$ cat config.mk
export PLATFORM = sky130hd
export DESIGN_NAME = gig_eth_tx_arb
export DESIGN_NICKNAME = d
export VERILOG_FILES = /design/src/rtl/gig_eth_tx_arb_pkg.sv /design/src/rtl/gig_eth_rr_pick.sv /design/src/rtl/gig_eth_tx_arb.sv
export SDC_FILE = /design/constraint.sdc
export NUM_CORES = 1
export LEC_CHECK = 0
export ABC_AREA = 0
export BUFFER_PORTS_ARGS = -buffer_cell sky130_fd_sc_hd__buf_2
export CAP_MARGIN = 20
export CORE_MARGIN = 3
export CORE_UTILIZATION = 53
export CTS_CLUSTER_SIZE = 30
export DETAILED_ROUTE_END_ITERATION = 7
export GPL_ROUTABILITY_DRIVEN = 0
export PLACE_DENSITY = 0.84
export SLEW_MARGIN = 20
export SYNTH_ARGS = -nofsm -noshare
export SYNTH_HDL_FRONTEND = slang
export SYNTH_HIERARCHICAL = 1
export SYNTH_SLANG_ARGS = --single-unit
$ cat constraint.sdc
create_clock -name tx_clk -period 2.8 [get_ports tx_clk]
set_clock_uncertainty 0.2 [all_clocks]
set_input_delay 0.42 -clock tx_clk [delete_from_list [all_inputs] [get_ports tx_clk]]
set_output_delay 0.42 -clock tx_clk [all_outputs]
set_load 0.01 [all_outputs]
$ cat src/rtl/gig_eth_tx_arb_pkg.sv
// gig_eth_tx_arb_pkg
//   Shared definitions for the TX-side arbitration blocks: arbiter FSM state
//   encoding, counter widths and saturating-increment helpers.
package gig_eth_tx_arb_pkg;

  // Arbiter FSM states (2-bit encoding shared with other TX-side blocks)
  typedef enum logic [1:0] {
    ARB_IDLE  = 2'd0,
    ARB_GRANT = 2'd1,
    ARB_XFER  = 2'd2,
    ARB_GAP   = 2'd3
  } arb_state_t;

  // Start-timeout timer width (START_TIMEOUT must fit)
  localparam int TIMER_W      = 16;
  // Inter-frame gap counter width (GAP_CYCLES is 0..15)
  localparam int GAP_W        = 4;
  // Statistics counter widths
  localparam int STAT_FRAME_W = 32;
  localparam int STAT_TO_W    = 16;

  // Saturating increment for 32-bit frame counters
  function automatic logic [STAT_FRAME_W-1:0] sat_inc32(input logic [STAT_FRAME_W-1:0] v);
    return (v == 32'hFFFF_FFFF) ? v : v + 32'd1;
  endfunction

  // Saturating increment for 16-bit timeout counter
  function automatic logic [STAT_TO_W-1:0] sat_inc16(input logic [STAT_TO_W-1:0] v);
    return (v == 16'hFFFF) ? v : v + 16'd1;
  endfunction

endpackage

$ cat src/rtl/gig_eth_rr_pick.sv
// gig_eth_rr_pick
//   Combinational round-robin picker. Returns the first requester strictly
//   after the pointer, wrapping around, so the last winner has lowest priority.
// Ports
//   req  in  NUM_REQ  request vector
//   ptr  in  IDX_W    index of the previous winner
//   idx  out IDX_W    chosen index (valid only when vld=1)
//   vld  out 1        at least one request present
module gig_eth_rr_pick #(
  parameter int NUM_REQ = 2,
  parameter int IDX_W   = 1
) (
  input  logic [NUM_REQ-1:0] req,
  input  logic [IDX_W-1:0]   ptr,
  output logic [IDX_W-1:0]   idx,
  output logic               vld
);

  // Scan ptr+1 .. ptr+NUM_REQ (mod NUM_REQ); first hit wins
  always_comb begin
    idx = '0;
    vld = 1'b0;
    for (int k = 1; k <= NUM_REQ; k++) begin
      idx = (req[(int'(ptr) + k) % NUM_REQ] && !vld) ? IDX_W'((int'(ptr) + k) % NUM_REQ) : idx;
      vld = vld | req[(int'(ptr) + k) % NUM_REQ];
    end
  end

endmodule

$ cat src/rtl/gig_eth_tx_arb.sv
// gig_eth_tx_arb
//   Round-robin arbiter sharing one gig_eth_mac TX client port among NUM_REQ
//   frame sources. Whole frames are granted; data/dvld/underrun of the granted
//   source are muxed to the MAC with no added latency and mac_tx_ack is steered
//   back to the granted source only. tx_clk domain.
// Optional feature macro: GIG_ETH_TX_ARB_STATS_EN (adds stat_frames/stat_timeouts)
// Ports
//   tx_clk, reset      clock, synchronous active-high reset
//   arb_en             0 blocks new grants (frame in progress completes)
//   src_req            per-source frame ready
//   src_data           byte lane per source, src i = [8i+7:8i]
//   src_dvld           per-source data valid
//   src_underrun       per-source underrun
//   src_grant          one-hot grant, held for the whole frame
//   src_ack            mac_tx_ack steered to the granted source
//   mac_tx_data/dvld/underrun  to MAC
//   mac_tx_ack         from MAC, first byte accepted
//   arb_timeout        1-cycle pulse when a grant is revoked for not starting
//   stat_frames        (stats) per-source frames completed cleanly, saturating
//   stat_timeouts      (stats) start timeouts, saturating
module gig_eth_tx_arb
  import gig_eth_tx_arb_pkg::*;
#(
  parameter int NUM_REQ       = 2,
  parameter int GAP_CYCLES    = 2,
  parameter int START_TIMEOUT = 64
) (
  input  logic                   tx_clk,
  input  logic                   reset,
  input  logic                   arb_en,
  input  logic [NUM_REQ-1:0]     src_req,
  input  logic [8*NUM_REQ-1:0]   src_data,
  input  logic [NUM_REQ-1:0]     src_dvld,
  input  logic [NUM_REQ-1:0]     src_underrun,
  output logic [NUM_REQ-1:0]     src_grant,
  output logic [NUM_REQ-1:0]     src_ack,
  output logic [7:0]             mac_tx_data,
  output logic                   mac_tx_dvld,
  output logic                   mac_tx_underrun,
  input  logic                   mac_tx_ack,
  output logic                   arb_timeout
`ifdef GIG_ETH_TX_ARB_STATS_EN
  ,
  output logic [32*NUM_REQ-1:0]  stat_frames,
  output logic [STAT_TO_W-1:0]   stat_timeouts
`endif
);

  localparam int IDX_W    = (NUM_REQ > 1) ? $clog2(NUM_REQ) : 1;
  // Last GAP count value; GAP always lasts at least one cycle
  localparam int GAP_LAST = (GAP_CYCLES > 1) ? GAP_CYCLES - 1 : 0;

  arb_state_t            state_r;
  logic [IDX_W-1:0]      g_r;
  logic [IDX_W-1:0]      ptr_r;
  logic [TIMER_W-1:0]    timer_r;
  logic [GAP_W-1:0]      gap_cnt_r;
  logic                  seen_dvld_r;

  logic [IDX_W-1:0]      pick_idx_s;
  logic                  pick_vld_s;
  logic                  g_dvld_s;
  logic                  g_under_s;
  logic [7:0]            g_data_s;
  logic                  mux_active_s;
  logic                  timeout_hit_s;

  function automatic logic [NUM_REQ-1:0] idx_to_onehot(input logic [IDX_W-1:0] idx);
    logic [NUM_REQ-1:0] oh;
    oh = '0;
    for (int i = 0; i < NUM_REQ; i++) begin
      oh[i] = (idx == IDX_W'(i));
    end
    return oh;
  endfunction

  gig_eth_rr_pick #(
    .NUM_REQ (NUM_REQ),
    .IDX_W   (IDX_W)
  ) u_pick (
    .req (src_req),
    .ptr (ptr_r),
    .idx (pick_idx_s),
    .vld (pick_vld_s)
  );

  assign g_dvld_s      = src_dvld[g_r];
  assign g_under_s     = src_underrun[g_r];
  assign g_data_s      = src_data[g_r*8 +: 8];
  assign mux_active_s  = (state_r == ARB_GRANT) || (state_r == ARB_XFER);
  // Granted source never raised dvld within the start window
  assign timeout_hit_s = (state_r == ARB_GRANT) && !seen_dvld_r && !g_dvld_s &&
                         !mac_tx_ack && (timer_r == TIMER_W'(START_TIMEOUT - 1));

  // MAC-side mux and ack steering, combinational from registered grant index
  always_comb begin
    mac_tx_dvld     = 1'b0;
    mac_tx_underrun = 1'b0;
    mac_tx_data     = 8'h00;
    src_ack         = '0;
    if (mux_active_s) begin
      mac_tx_dvld     = g_dvld_s;
      mac_tx_underrun = g_under_s;
      mac_tx_data     = g_dvld_s ? g_data_s : 8'h00;
    end else begin
      mac_tx_dvld     = 1'b0;
      mac_tx_underrun = 1'b0;
      mac_tx_data     = 8'h00;
    end
    if (state_r == ARB_GRANT) begin
      src_ack[g_r] = mac_tx_ack;
    end else begin
      src_ack = '0;
    end
  end

  // Arbiter FSM with grant, pointer, start timer and gap counter
  always_ff @(posedge tx_clk) begin
    if (reset) begin
      state_r     <= ARB_IDLE;
      g_r         <= '0;
      ptr_r       <= IDX_W'(NUM_REQ - 1);
      timer_r     <= '0;
      gap_cnt_r   <= '0;
      seen_dvld_r <= 1'b0;
      src_grant   <= '0;
      arb_timeout <= 1'b0;
    end else begin
      arb_timeout <= 1'b0;
      case (state_r)
        ARB_IDLE: begin
          if (arb_en && pick_vld_s) begin
            g_r         <= pick_idx_s;
            ptr_r       <= pick_idx_s;
            src_grant   <= idx_to_onehot(pick_idx_s);
            timer_r     <= '0;
            seen_dvld_r <= 1'b0;
            state_r     <= ARB_GRANT;
          end
        end
        ARB_GRANT: begin
          timer_r <= timer_r + 1'b1;
          if (g_dvld_s) begin
            seen_dvld_r <= 1'b1;
          end
          if (mac_tx_ack) begin
            state_r <= ARB_XFER;
          end else if (seen_dvld_r && !g_dvld_s) begin
            // dvld dropped before the MAC accepted the first byte: abort
            state_r   <= ARB_GAP;
            src_grant <= '0;
            gap_cnt_r <= '0;
          end else if (timeout_hit_s) begin
            arb_timeout <= 1'b1;
            state_r     <= ARB_GAP;
            src_grant   <= '0;
            gap_cnt_r   <= '0;
          end
        end
        ARB_XFER: begin
          if (!g_dvld_s || g_under_s) begin
            state_r   <= ARB_GAP;
            src_grant <= '0;
            gap_cnt_r <= '0;
          end
        end
        ARB_GAP: begin
          if (gap_cnt_r == GAP_W'(GAP_LAST)) begin
            state_r <= ARB_IDLE;
          end else begin
            gap_cnt_r <= gap_cnt_r + 1'b1;
          end
        end
        default: begin
          state_r   <= ARB_IDLE;
          src_grant <= '0;
        end
      endcase
    end
  end

`ifdef GIG_ETH_TX_ARB_STATS_EN
  logic frame_done_s;

  // Clean end of frame: dvld dropped in XFER without underrun
  assign frame_done_s = (state_r == ARB_XFER) && !g_dvld_s && !g_under_s;

  // Saturating per-source frame counters and timeout counter
  always_ff @(posedge tx_clk) begin
    if (reset) begin
      stat_frames   <= '0;
      stat_timeouts <= '0;
    end else begin
      for (int i = 0; i < NUM_REQ; i++) begin
        if (frame_done_s && (g_r == IDX_W'(i))) begin
          stat_frames[32*i +: 32] <= sat_inc32(stat_frames[32*i +: 32]);
        end
      end
      if (timeout_hit_s) begin
        stat_timeouts <= sat_inc16(stat_timeouts);
      end
    end
  end
`endif

endmodule

### Word level (Yosys, flattened, before mapping)

Index checks and enable logic that the tools add are counted.

| storage, ports and cells | value |
|---|---|
| flip-flop bits (word level) | 28 |
| bits in latches | 0 |
| memory bits (writable) | 0 |
| bits in read-only memories | 0 |
| output and inout port bits | 15 |
| memories kept | 0 |

| cells by class | value |
|---|---|
| $add $sub $neg | 4 |
| $mul | 0 |
| divide/modulo/power cells | 0 |
| $lt $le $gt $ge | 4 |
| equal/unequal tests | 13 |
| shift operators | 1 |
| mux-type cells | 44 |
| bitwise operators | 6 |
| reduce and logical (&&, ||, !) cells | 25 |

Operators by type and width:

| operator | count |
|---|---|
| 16-bit one-hot mux with 2 select lines | 1 |
| 2-bit two-way mux | 12 |
| 4-bit two-way mux | 5 |
| 1-bit two-way mux | 18 |
| 16-bit by 1-bit adder with 16-bit output (second input constant) | 1 |
| 16-bit by 6-bit equality test with 1-bit output (second input constant) | 1 |
| 16-bit two-way mux | 1 |
| 8-bit two-way mux | 2 |
| 16-bit by 5-bit indexed part select with 8-bit output | 1 |
| 4-bit one-hot mux with 3 select lines | 1 |
| 2-bit inequality test (second input constant) | 5 |
| 5-bit AND reduction | 2 |
| 1-bit logical AND | 8 |
| 2-bit one-hot mux with 4 select lines | 1 |
| 2-bit by 3-bit less-than comparator with 1-bit output (second input constant) | 2 |
| 2-bit one-hot mux with 3 select lines | 1 |
| 3-bit nonzero test | 2 |
| 4-bit by 1-bit adder with 4-bit output (second input constant) | 1 |
| 2-bit equality test (second input constant) | 2 |
| 4-bit by 1-bit equality test with 1-bit output (second input constant) | 1 |
| 1-bit zero test | 4 |
| 4-bit by 3-bit inequality test with 1-bit output (second input constant) | 1 |
| 2-bit AND reduction | 2 |
| 4-bit AND reduction | 1 |
| 17 further kinds | 21 |

### Logic depth before layout (Yosys ltp)

Gate-level depths: netlist (run 1).

| depth | value |
|---|---|
| depth in word-level cells | 11 |
| gate-level depth with buffers | 7 |

### Modules after synthesis

Netlist (run 1), hierarchy kept.

Modules (own cells, without submodules):

| module | instances | cells each | area an instance (um^2) | sequential area each (um^2) |
|---|---|---|---|---|
| gig_eth_tx_arb | 1 | 201 | 1691.6 | 560.5 |
| gig_eth_rr_pick | 1 | 2 | 13.8 | 0.0 |

### Worst setup path before layout (run 1)

OpenSTA, ideal clock, no wires.

| timing | value |
|---|---|
| kind | reg2reg |
| from | reg g_r |
| to | reg src_grant[0] |
| data arrival time | 2.052 ns |
| required time | 2.479 ns |
| slack | 0.427 ns |
| cell stages (with the launch flop) | 7 |
| path buffers | 1 |
| period minus slack after synthesis | 2.373 ns |
| cell sequence | dfxtp_1 clkbuf_1 mux2_2 o31ai_1 a41oi_4 or3_4 mux2_4 |

| on the way | value |
|---|---|
| word-level cells in the longest chain between the ends | 8 |

Ends and longest elaborated chain:

| item | line | source |
|---|---|---|
| start, declared | gig_eth_tx_arb.sv:54 | `logic [IDX_W-1:0] g_r;` |
| start signal, assigned | gig_eth_tx_arb.sv:133 | `g_r <= pick_idx_s;` |
| 1-bit two-way mux (implied by the code) (2 in series) | gig_eth_tx_arb.sv:87 | `assign g_dvld_s = src_dvld[g_r];` |
| 1-bit zero test | gig_eth_tx_arb.sv:92, gig_eth_tx_arb.sv:148, gig_eth_tx_arb.sv:161 |  |
| 1-bit logical AND (2 in series) | gig_eth_tx_arb.sv:92 | `assign timeout_hit_s = (state_r == ARB_GRANT) && !seen_dvld_r && !g_dvld_s &&` |
| 1-bit logical AND | gig_eth_tx_arb.sv:93 | `!mac_tx_ack && (timer_r == TIMER_W'(START_TIMEOUT - 1));` |
| 3-bit by 2-bit inequality test with 1-bit output (no line) | n/a |  |
| 5-bit AND reduction (no line) | n/a |  |
| end signal, assigned | gig_eth_tx_arb.sv:135 | `src_grant <= idx_to_onehot(pick_idx_s);` |
| end, declared | gig_eth_tx_arb.sv:35 | `output logic [NUM_REQ-1:0] src_grant,` |

Several ways; a longest one is shown, not always the timed one. The select of a mux whose other input is x is not followed.
A chain may end at the register's enable or synchronous reset.

### Final worst setup path (run 1)

| timing | value |
|---|---|
| from | reg state_r[0] |
| to | reg src_grant[0] |

| on the way | value |
|---|---|
| word-level cells in the longest chain between the ends | 7 |

Ends and longest elaborated chain:

| item | line | source |
|---|---|---|
| start, declared | gig_eth_tx_arb.sv:53 | `arb_state_t state_r;` |
| start signal, assigned | gig_eth_tx_arb.sv:120 | `state_r <= ARB_IDLE;` |
| start signal, assigned | gig_eth_tx_arb.sv:138 | `state_r <= ARB_GRANT;` |
| start signal, assigned | gig_eth_tx_arb.sv:147 | `state_r <= ARB_XFER;` |
| 2-bit by 1-bit equality test with 1-bit output | gig_eth_tx_arb.sv:92, gig_eth_tx_arb.sv:130 |  |
| 1-bit logical AND (3 in series) | gig_eth_tx_arb.sv:92 |  |
| 1-bit logical AND | gig_eth_tx_arb.sv:93 |  |
| 3-bit by 2-bit inequality test with 1-bit output (no line) | n/a |  |
| 5-bit AND reduction (no line) | n/a |  |

Several ways; a longest one is shown, not always the timed one.

==> results of run 1 <==
==> per-layer routing <==
layer  share of wire  up-vias  GRT usage
li1                -      800          -
met1            0.46      712     0.2497
met2            0.44       58     0.3116
met3           0.089        2    0.04496
met4          0.0062        0    0.03857
met5               0        -          0
==> layout make-up <==
cell class	instances	share of cell area
multi-input combinational	162	0.5479
sequential	28	0.2821
timing repair buffer	43	0.1121
tap	42	0.02645
clock buffer	4	0.01826
inverter	7	0.01322
==> logic make-up (layout without fill, tap and decap cells) <==
| logic type | count (synthesis) | count (layout) |
|---|---|---|
| AND/OR/NAND/NOR | 104 | 104 |
| AO/OA/AOI/OAI | 23 | 23 |
| adder cells (fa/ha/maj) | 7 | 7 |
| multiplexers | 14 | 14 |
| buffers and inverters | 13 | 54 |
| flip-flops | 28 | 28 |
| XOR/XNOR | 14 | 14 |
==> metrics by stage <==
stage,utilization,total power (uW),area [um2],hold slack [ps],setup slack (ps)
floorplan,-,892.6,1705,233.8,426.7
global placement,0.6726,1039,1951,255.5,428.1
detailed placement,0.6726,1052,1951,257.5,358.7
CTS,0.6851,1245,1987,198.2,330.0
global route,0.6851,1344,1987,194.8,158.8
finish,0.6851,1243,1987,207.1,325.3
==> critical path: cells and delay by family, from the launching register on <==
kind | cells | cell delay, ps
and+or+nand+nor | 3 | 920
adders and majority gates | 1 | 340
DFF | 1 | 430
AOI/OAI and AO/OA | 1 | 180
muxes | 1 | 300
==> sequential cells by signal, indices dropped and copies added, names as in the netlist <==
register,count
timer_r,16
ptr_r,1
state_r,2
g_r,1
arb_timeout,1
src_grant,2
gap_cnt_r,4
seen_dvld_r,1
==> placed cells by master (no fill, tap or decap), types with 2 or more instances in the layout <==
| cell | Yosys | routed |
|---|---|---|
| a21oi_1 | 4 | 4 |
| nand2b_1 | 5 | 5 |
| nand4_1 | 7 | 7 |
| and3_1 | 4 | 4 |
| nand3b_1 | 2 | 2 |
| xor2_1 | 9 | 9 |
| nor4_1 | 6 | 6 |
| inv_1 | 7 | 7 |
| dfxtp_1 | 28 | 28 |
| buf_4 | 0 | 3 |
| o211ai_1 | 3 | 3 |
| o31ai_1 | 2 | 2 |
| mux2i_1 | 11 | 11 |
| and4_1 | 2 | 2 |
| nor2_1 | 31 | 31 |
| o21ai_1 | 3 | 3 |
| a21bo_2 | 2 | 2 |
| nand2_1 | 21 | 21 |
| nor3_1 | 4 | 4 |
| a21boi_1 | 2 | 2 |
| buf_2 | 0 | 40 |
| clkbuf_4 | 0 | 3 |
| xnor2_1 | 5 | 5 |
| nand3_1 | 7 | 7 |
| o41ai_1 | 2 | 2 |
| nor2b_1 | 4 | 4 |
| ha_1 | 7 | 7 |
==> final timing paths <==
check / to / cells after the start / slack (ps) / from
worst max register to register: src_grant[0] / 6 / 330 / state_r[0]
worst min-delay path: ptr_r / 3 / 210 / arb_en
worst max-delay path: src_grant[0] / 6 / 330 / state_r[0]
worst min register to register: src_grant[1] / 2 / 290 / src_grant[1]
==> power breakdown <==
group	internal (uW)	leakage, uW	switching [uW]
clock	79.6	0.0000210	116
combinational	247	0.000597	333
sequential	436	0.000227	31.8
total	762	0.000845	481
==> results.yml, run 1 <==
critical_path:
  arrival_ps: 2500
  required_ps: 2830
  slowest_stage: "dfxtp_1"
  cp_max_fo: 8
  worst_path_largest_cell_delay_ps: 430
  worstPathCellList: "ha_1, nor2b_1, and3_1, a41oi_4, or3_4, mux2_4"
  worst_setup_path_start_kind: "register"
  crit_type: "register to register"
  crit_path_end_kind: "register"
global_route:
  antenna_found_initial: 0
  grt_pass1_vias: 1447
  grt_max_degree: 16
  overflow: 0
  grtUsageTotal: 0.1886
  grt_pass1_wl_um: 6161
cts:
  root_buffer: "clkbuf_4"
  cts_buffers: 3
  tritoncts: "yes"
  clock_sinks: 28
  clk_latency_ps: 330
  htree_num_levels: 1
  cts_hold_buf: 0
  cts-resized-gates: 0
  clk_path_buf_depth: 2
  cts.reportedPaths.clkPinSlew_ps: 150
  post_cts_buffers: 0
route:
  firstDrtPassIters: 4
  post_drt_wl_per_cell_um: 12.42
  ant_nets: 0
  wl_um: 3551
  vias: 1572
  drc_errors: 0
  via_per_inst: 5.497
  drt_iter0_drc: 54
sta:
  setup_viol: 0
  max_slew_margin: 0.6128
  min_period_ps: 2475
  tightestPinTransition_ps: 575.4
  fmax_ghz: 0.4041
  tns_ps: 0
  timing.final.crit_share: 0.8838
  rsz0062_at_grt: "no"
  drv_slew: 0
  hold_viol: 0
synth:
  synthArstFlopShare: 0
  yosysSeqAreaShare: 0.3287
  synth_area_leaders: "dfxtp_1 (33%), nor2_1 (6.8%), mux2i_1 (6.5%)"
  synth_top_area_frac: 0.3287
  ys.flop_type: "dfxtp_1"
  synth_nets: 236
  yosysWarnings: 6
  synthXorXnorAreaFrac: 0.07190
  synth_compound_area_frac: 0.1071
  yosys.area_share.adder: 0.05136
  synth_top_area_cell: "dfxtp_1"
  avgSynthCellArea_um2: 8.401
  ys_ff_latch: 28
  synth.most_common_cell: "nor2_1"
  syn_inst: 203
  synthTopCellsByCount: "nor2_1 (31), dfxtp_1 (28), nand2_1 (21)"
  synth_edf_count: 0
  synthMuxAreaShare: 0.08804
  synth.distinct_cells: 45
  synthSimpleGateAreaFrac: 0.3199
  synth_top_family_by_area: "simple AND/OR/NAND/NOR gates"
  synth_area_um2: 1705
run:
  drv_cap: 0
hold_path:
  hp-class: "primary input to register"
die:
  pin_count: 41
  die_w_um: 62.73
  start_util: 0.5880
  fp-row-count: 19
  die_h_um: 62.73
  fp.dieArea_um2: 3934
  core_um2: 2900
status:
  outcome: "finished, final reports clean"
layout:
  area_delta_synth_final_pct: 16.51
  instances_no_fill: 286
  regArea_um2: 560.5
  multiInputGateArea_um2: 1089
  fillers: 261
  fin_nets: 278
  diodes: 0
  drive_gt1_frac: 0.2336
placed_design:
  dp.cells: 282
  hpwlAfterDp_um: 2788
  numPortBuffers: 40
power:
  powerDensity_nw_per_um2: 625.5
  leakagePower_uw: 0.0008449
  ir_drop_uv: 437.1
(Power assumes the default switching activity.)
==> inputs of run 2 (changes only) <==
--- a/config.mk
+++ b/config.mk
@@ -17,5 +17,4 @@
 export SLEW_MARGIN = 20
 export SYNTH_ARGS = -nofsm -noshare
 export SYNTH_HDL_FRONTEND = slang
-export SYNTH_HIERARCHICAL = 1
 export SYNTH_SLANG_ARGS = --single-unit
==> constraint.sdc (replaced) <==
create_clock -name tx_clk -period 2.53 [get_ports tx_clk]
set_clock_uncertainty 0.2 [all_clocks]
set_input_delay 0.3795 -clock tx_clk [delete_from_list [all_inputs] [get_ports tx_clk]]
set_output_delay 0.3795 -clock tx_clk [all_outputs]
set_load 0.01 [all_outputs]
==> run 2 against run 1 <==
Net effect: flip-flop and latch count did not move; non-clock buffer count did not move; via count fell by 2.4%; design area fell by 2.4%; register-to-register slack improved by 90 ps; hold slack got worse by 76 ps; wire length fell by 2.9%; utilization fell by 0.52 points; clock-buffer cell count fell by 1; first-iteration DRC count rose by 48%; sequential share of layout area rose by 0.69 points.
==> results.yml, run 2 <==
power:
  p_switching_uw: 524.2
  leakagePower_uw: 0.0008165
  p_int_uw: 870.2
  powerDensity_nw_per_um2: 719.0
  switching_share: 0.3759
  comb_power_share: 0.424
  p_seq_frac: 0.367
  ir_drop_uv: 532.9
  clkPwrFrac: 0.210
route:
  firstDrtPassIters: 4
  drc_errors: 0
  vias: 1535
  post_drt_wl_per_cell_um: 12.53
  ant_nets: 0
  wl_um: 3447
  via_per_inst: 5.582
  drt_iter0_drc: 80
placed_design:
  pre_cts_slack_ps: 453.1
  numPortBuffers: 40
  postPlaceCellArea_um2: 1887
  hpwlAfterDp_um: 2750
critical_path:
  r2r_slack_ps: 420
  required_ps: 1950
  r2r_cells: 6
  r2r-end: "timer_r[9]"
  slowest_stage: "dfxtp_1"
  worst_setup_path_start_kind: "register"
  crit_path_end_kind: "output pin"
  r2r-start: "state_r[1]"
  arrival_ps: 1760
  cp_max_fo: 9
  worstPathCellList: "inv_1, ha_1, nand2_1, nor2_1, buf_2"
  worst_path_largest_cell_delay_ps: 430
  crit_type: "register to output pin"
sta:
  drv_slew: 0
  max_slew_margin: 0.6340
  min_period_ps: 2341
  setup_ws_ps: 188.5
  timing.final.crit_share: 0.9255
  tightestPinTransition_ps: 548.4
  tns_ps: 0
  setup_viol: 0
  hold_viol: 0
  hold_slack_ps: 130.9
  rsz0062_at_grt: "no"
  fmax_ghz: 0.4271
hold_path:
  whs_path_depth: 2
  hp-class: "primary input to register"
  min_from: "reset"
  holdPathEnd: "timer_r[0]"
synth:
  avgSynthCellArea_um2: 8.130
  synthArstFlopShare: 0
  synth.most_common_cell: "nor2_1"
  synth_edf_count: 0
  synth_top_area_cell: "dfxtp_1"
  ys_ff_latch: 28
  synth.distinct_cells: 41
  yosysWarnings: 0
  synth_nets: 237
  synth_area_leaders: "dfxtp_1 (34%), nor2_1 (6.8%), mux2i_1 (6.7%)"
  synthTopCellsByCount: "nor2_1 (30), dfxtp_1 (28), nand2_1 (18)"
  syn_inst: 203
  synth_top_area_frac: 0.3397
  yosysSeqAreaShare: 0.3397
  ys.flop_type: "dfxtp_1"
  synth_area_um2: 1650
cts:
  htree_num_levels: 1
  tritoncts: "yes"
  root_buffer: "clkbuf_4"
  cts_buffers: 3
  clock_sinks: 28
  cts.reportedPaths.clkPinSlew_ps: 150
  cts-resized-gates: 0
  post_cts_buffers: 0
  clk_path_buf_depth: 2
  cts_hold_buf: 0
  clk_latency_ps: 330
layout:
  area_delta_synth_final_pct: 17.51
  mostFrequentLayoutCells: "buf_2 (40), nor2_1 (30), dfxtp_1 (28), nand2_1 (18)"
  largest_register_ffs: 16
  drive_gt1_frac: 0.2213
  top_regs: "timer_r (16), gap_cnt_r (4)"
  fin_nets: 279
  final_common_cell: "buf_2"
  diodes: 0
  final_util: 0.6798
  stdcell_area_um2: 1939
  regMostFlops: "timer_r"
status:
  outcome: "finished, final reports clean"
global_route:
  grt_pass1_wl_um: 5499
  grtUsageTotal: 0.1890
  overflow: 0
  grt_pass1_vias: 1282
  antenna_found_initial: 0
  grt_max_degree: 17
run:
  drv_cap: 0
die:
  start_util: 0.5785
  die_h_um: 61.80
  pin_count: 41
  core_um2: 2853
  fp-row-count: 19
  die_w_um: 61.80
  fp.dieArea_um2: 3819
## run 2: changes by cell type in the layout (fill, tap and decap cells not counted), moves of 3 or more
| cell | previous run | this run |
|---|---|---|
| o2111ai_1 | 0 | 3 |
| inv_1 | 7 | 11 |
| nand4_1 | 7 | 4 |
| xor2_1 | 9 | 5 |
| o21ai_0 | 1 | 7 |
| nand3_1 | 7 | 10 |
| nand2_1 | 21 | 18 |
| or3_1 | 1 | 6 |
| a21oi_1 | 4 | 10 |
| nor4_1 | 6 | 2 |
## run 2: worst max path at each step
stage | from | to | slack, ps | cells after the start
floorplan | state_r[1] | timer_r[15] | 650 | 8
global placement | state_r[1] | timer_r[9] | 520 | 6
detailed placement | state_r[1] | timer_r[9] | 450 | 6
CTS | state_r[0] | mac_tx_data[6] | 180 | 5
global route | state_r[0] | mac_tx_data[7] | 50 | 5
finish | state_r[0] | mac_tx_data[7] | 190 | 5
## run 2: final cells by class
| class | instances | area [um2] |
|---|---|---|
| Clock inverter | 1 | 30.03 |
| Tap cell | 31 | 38.79 |
| Inverter | 12 | 45.04 |
| Timing Repair Buffer | 43 | 222.7 |
| Clock buffer | 3 | 22.52 |
| Sequential cell | 28 | 560.5 |
| Fill cell | 248 | 913.4 |
| Multi-Input combinational cell | 157 | 1020 |
## run 2: cell families after synthesis
logic type	after synthesis	share of synthesized area
simple gates	90	0.2691
compound gates	38	0.1645
flops	28	0.3397
buf+inv	18	0.04245
mux	12	0.07582
xor+xnor	9	0.04776
fa+ha+maj	8	0.06065
## run 2: critical path: cells and delay by family, from the launching register on
kind	cells	cell delay, ps
adders and majority gates	1	360
buffers and inverters	2	250
DFF	1	430
and+or+nand+nor	2	390
## run 2: power by group through the flow
| stage | clock (uW) | sequential (uW) | combinational (uW) |
|---|---|---|---|
| 4_1_cts | 302 | 511 | 592 |
| 3_3_place_gp | 0 | 519 | 576 |
| 3_5_place_dp | 0 | 519 | 590 |
| 5_1_grt | 319 | 517 | 662 |
| 6_report | 292 | 511 | 591 |
| 2_1_floorplan | 0 | 519 | 418 |
## run 2: per-stage QoR
stage | instances | total power (uW)
floorplan | 203 | 936.2
global placement | 271 | 1095
detailed placement | 271 | 1110
CTS | 275 | 1405
global route | 275 | 1498
finish | 275 | 1394
## run 2: routing by layer
metal,track usage,up-vias,part of all wire
li1,-,798,-
met1,0.2382,715,0.46
met2,0.3199,18,0.51
met3,0.04545,4,0.022
met4,0.05455,0,0.0081
met5,0,-,0
==> inputs of run 3 (changes only) <==
--- a/config.mk
+++ b/config.mk
@@ -8,12 +8,11 @@
 export ABC_AREA = 0
 export BUFFER_PORTS_ARGS = -buffer_cell sky130_fd_sc_hd__buf_2
 export CAP_MARGIN = 20
-export CORE_MARGIN = 3
-export CORE_UTILIZATION = 53
+export CORE_UTILIZATION = 55
 export CTS_CLUSTER_SIZE = 30
 export DETAILED_ROUTE_END_ITERATION = 7
 export GPL_ROUTABILITY_DRIVEN = 0
-export PLACE_DENSITY = 0.84
+export PLACE_DENSITY = 0.87
 export SLEW_MARGIN = 20
 export SYNTH_ARGS = -nofsm -noshare
 export SYNTH_HDL_FRONTEND = slang
==> constraint.sdc (replaced) <==
create_clock -name tx_clk -period 3 [get_ports tx_clk]
set_clock_uncertainty 0.2 [all_clocks]
set_input_delay 0.45 -clock tx_clk [delete_from_list [all_inputs] [get_ports tx_clk]]
set_output_delay 0.45 -clock tx_clk [all_outputs]
set_load 0.01 [all_outputs]
==> run 3 against run 2 <==
Net effect: design area down 0.77%; non-clock buffer count down 2; critical endpoint is now mac_tx_data[0]; largest cell class unchanged; utilization up 0.62 points; first-iteration DRC count up 45%; hold slack better by 67 ps; flip-flop and latch count unchanged; cell count down 0.73%; register-to-register slack better by 370 ps; clock power down 13%; global-route usage up 4.8 points; critical path depth down 1; sequential share of layout area up 0.23 points.
==> results.yml, run 3 (synthesized netlist as in run 2, its figures left out) <==
route:
  via_per_inst: 5.810
  post_drt_wl_per_cell_um: 13.31
  wl_um: 3633
  ant_nets: 0
  drt_iter0_drc: 116
  firstDrtPassIters: 4
  drc_errors: 0
  vias: 1586
critical_path:
  arrival_ps: 2000
  worst_setup_path_start_kind: "register"
  slowest_stage: "dfxtp_1"
  cp_max_fo: 15
  cp_top_family: "flip-flops"
  crit_path_end_kind: "output pin"
  worstPathCellList: "mux2_4, nand2_1, nor2_1, buf_2"
  crit_type: "register to output pin"
  worst-path-buf-inv: 1
  required_ps: 2350
  worst_path_largest_cell_delay_ps: 790
  r2r_slack_ps: 790
sta:
  min_period_ps: 2645
  hold_viol: 0
  tightestPinTransition_ps: 673.4
  timing.final.crit_share: 0.8818
  tns_ps: 0
  rsz0062_at_grt: "no"
  setup_ws_ps: 354.7
  fmax_ghz: 0.3780
  max_slew_margin: 0.5505
  setup_viol: 0
  drv_slew: 0
layout:
  final_util: 0.6860
  regArea_um2: 560.5
  instances_no_fill: 273
  top_regs: "timer_r (16), gap_cnt_r (4)"
  fillers: 240
  mostFrequentLayoutCells: "buf_2 (40), nor2_1 (30), dfxtp_1 (28), nand2_1 (18)"
  largest_register_ffs: 16
  area_delta_synth_final_pct: 16.60
  diodes: 0
  regMostFlops: "timer_r"
  multiInputGateArea_um2: 1020
  fin_nets: 277
  final_common_cell: "buf_2"
  drive_gt1_frac: 0.2149
run:
  drv_cap: 0
power:
  p_int_uw: 729.4
  clkPwrFrac: 0.215
  powerDensity_nw_per_um2: 612.1
  leakagePower_uw: 0.0008064
  p_seq_frac: 0.373
  ir_drop_uv: 530.2
  switching_share: 0.3807
  p_switching_uw: 448.4
  p_total_uw: 1178
  comb_power_share: 0.413
global_route:
  grtUsageTotal: 0.2366
  grt_max_degree: 17
  grt_use_met2: 0.4354
  grt_pass1_vias: 1437
  antenna_found_initial: 0
  grt_pass1_wl_um: 6134
  top_usage_layer: "met2"
  overflow: 0
  grt_util_met3: 0.04378
  use_met1: 0.2861
die:
  pin_count: 41
  core_um2: 2805
  die_w_um: 56.78
  die_h_um: 56.78
  start_util: 0.5883
  fp.dieArea_um2: 3223
  fp-row-count: 19
placed_design:
  hpwlAfterDp_um: 2789
  dp.cells: 269
  numPortBuffers: 40
  pre_cts_slack_ps: 758.9
hold_path:
  hp-class: "primary input to register"
cts:
  cts_hold_buf: 0
  cts_buffers: 3
  htree_num_levels: 1
  cts-resized-gates: 0
  clk_path_buf_depth: 2
  clock_sinks: 28
  tritoncts: "yes"
  root_buffer: "clkbuf_4"
  clk_latency_ps: 340
  cts.reportedPaths.clkPinSlew_ps: 160
  post_cts_buffers: 0
status:
  outcome: "finished, final reports clean"
[run 3: metal layers]
layer | part of all wire | vias to the layer above | wire, um
li1 | - | 799 | -
met1 | 0.43 | 749 | 1570
met2 | 0.53 | 36 | 1918
met3 | 0.037 | 2 | 136
met4 | 0.0022 | 0 | 8
met5 | 0 | - | 0
[run 3: through the flow]
| step | hold slack [ps] | area [um2] |
|---|---|---|
| final | 197.5 | 1924 |
| after global routing | 174.3 | 1924 |
| after CTS | 195.0 | 1924 |
| after global placement | 256.6 | 1872 |
| after floorplan | 237.6 | 1650 |
| after detailed placement | 267.9 | 1872 |
[run 3: power by group through the flow]
stage               Combinational (uW)  Sequential [uW]  Clock (uW)
finish                             486              439         253
global route                       542              444         275
CTS                                486              439         254
detailed placement                 481              448           0
global placement                   468              447           0
floorplan                          352              437           0
[run 3: worst paths after layout]
check / end / from / cells past startpoint
hold / removal: timer_r[1] / reset / 2
setup / recovery: mac_tx_data[0] / g_r / 4
hold reg to reg: ptr_r / ptr_r / 2
setup reg to reg: state_r[0] / g_r / 5
[run 3: area by class of cell]
type | instances | area share
Clock buffer | 3 | 0.01170
Timing Repair Buffer | 41 | 0.1079
Sequential cell | 28 | 0.2913
Clock inverter | 1 | 0.01560
Multi-Input combinational cell | 157 | 0.5299
Tap cell | 31 | 0.02016
Inverter | 12 | 0.02341
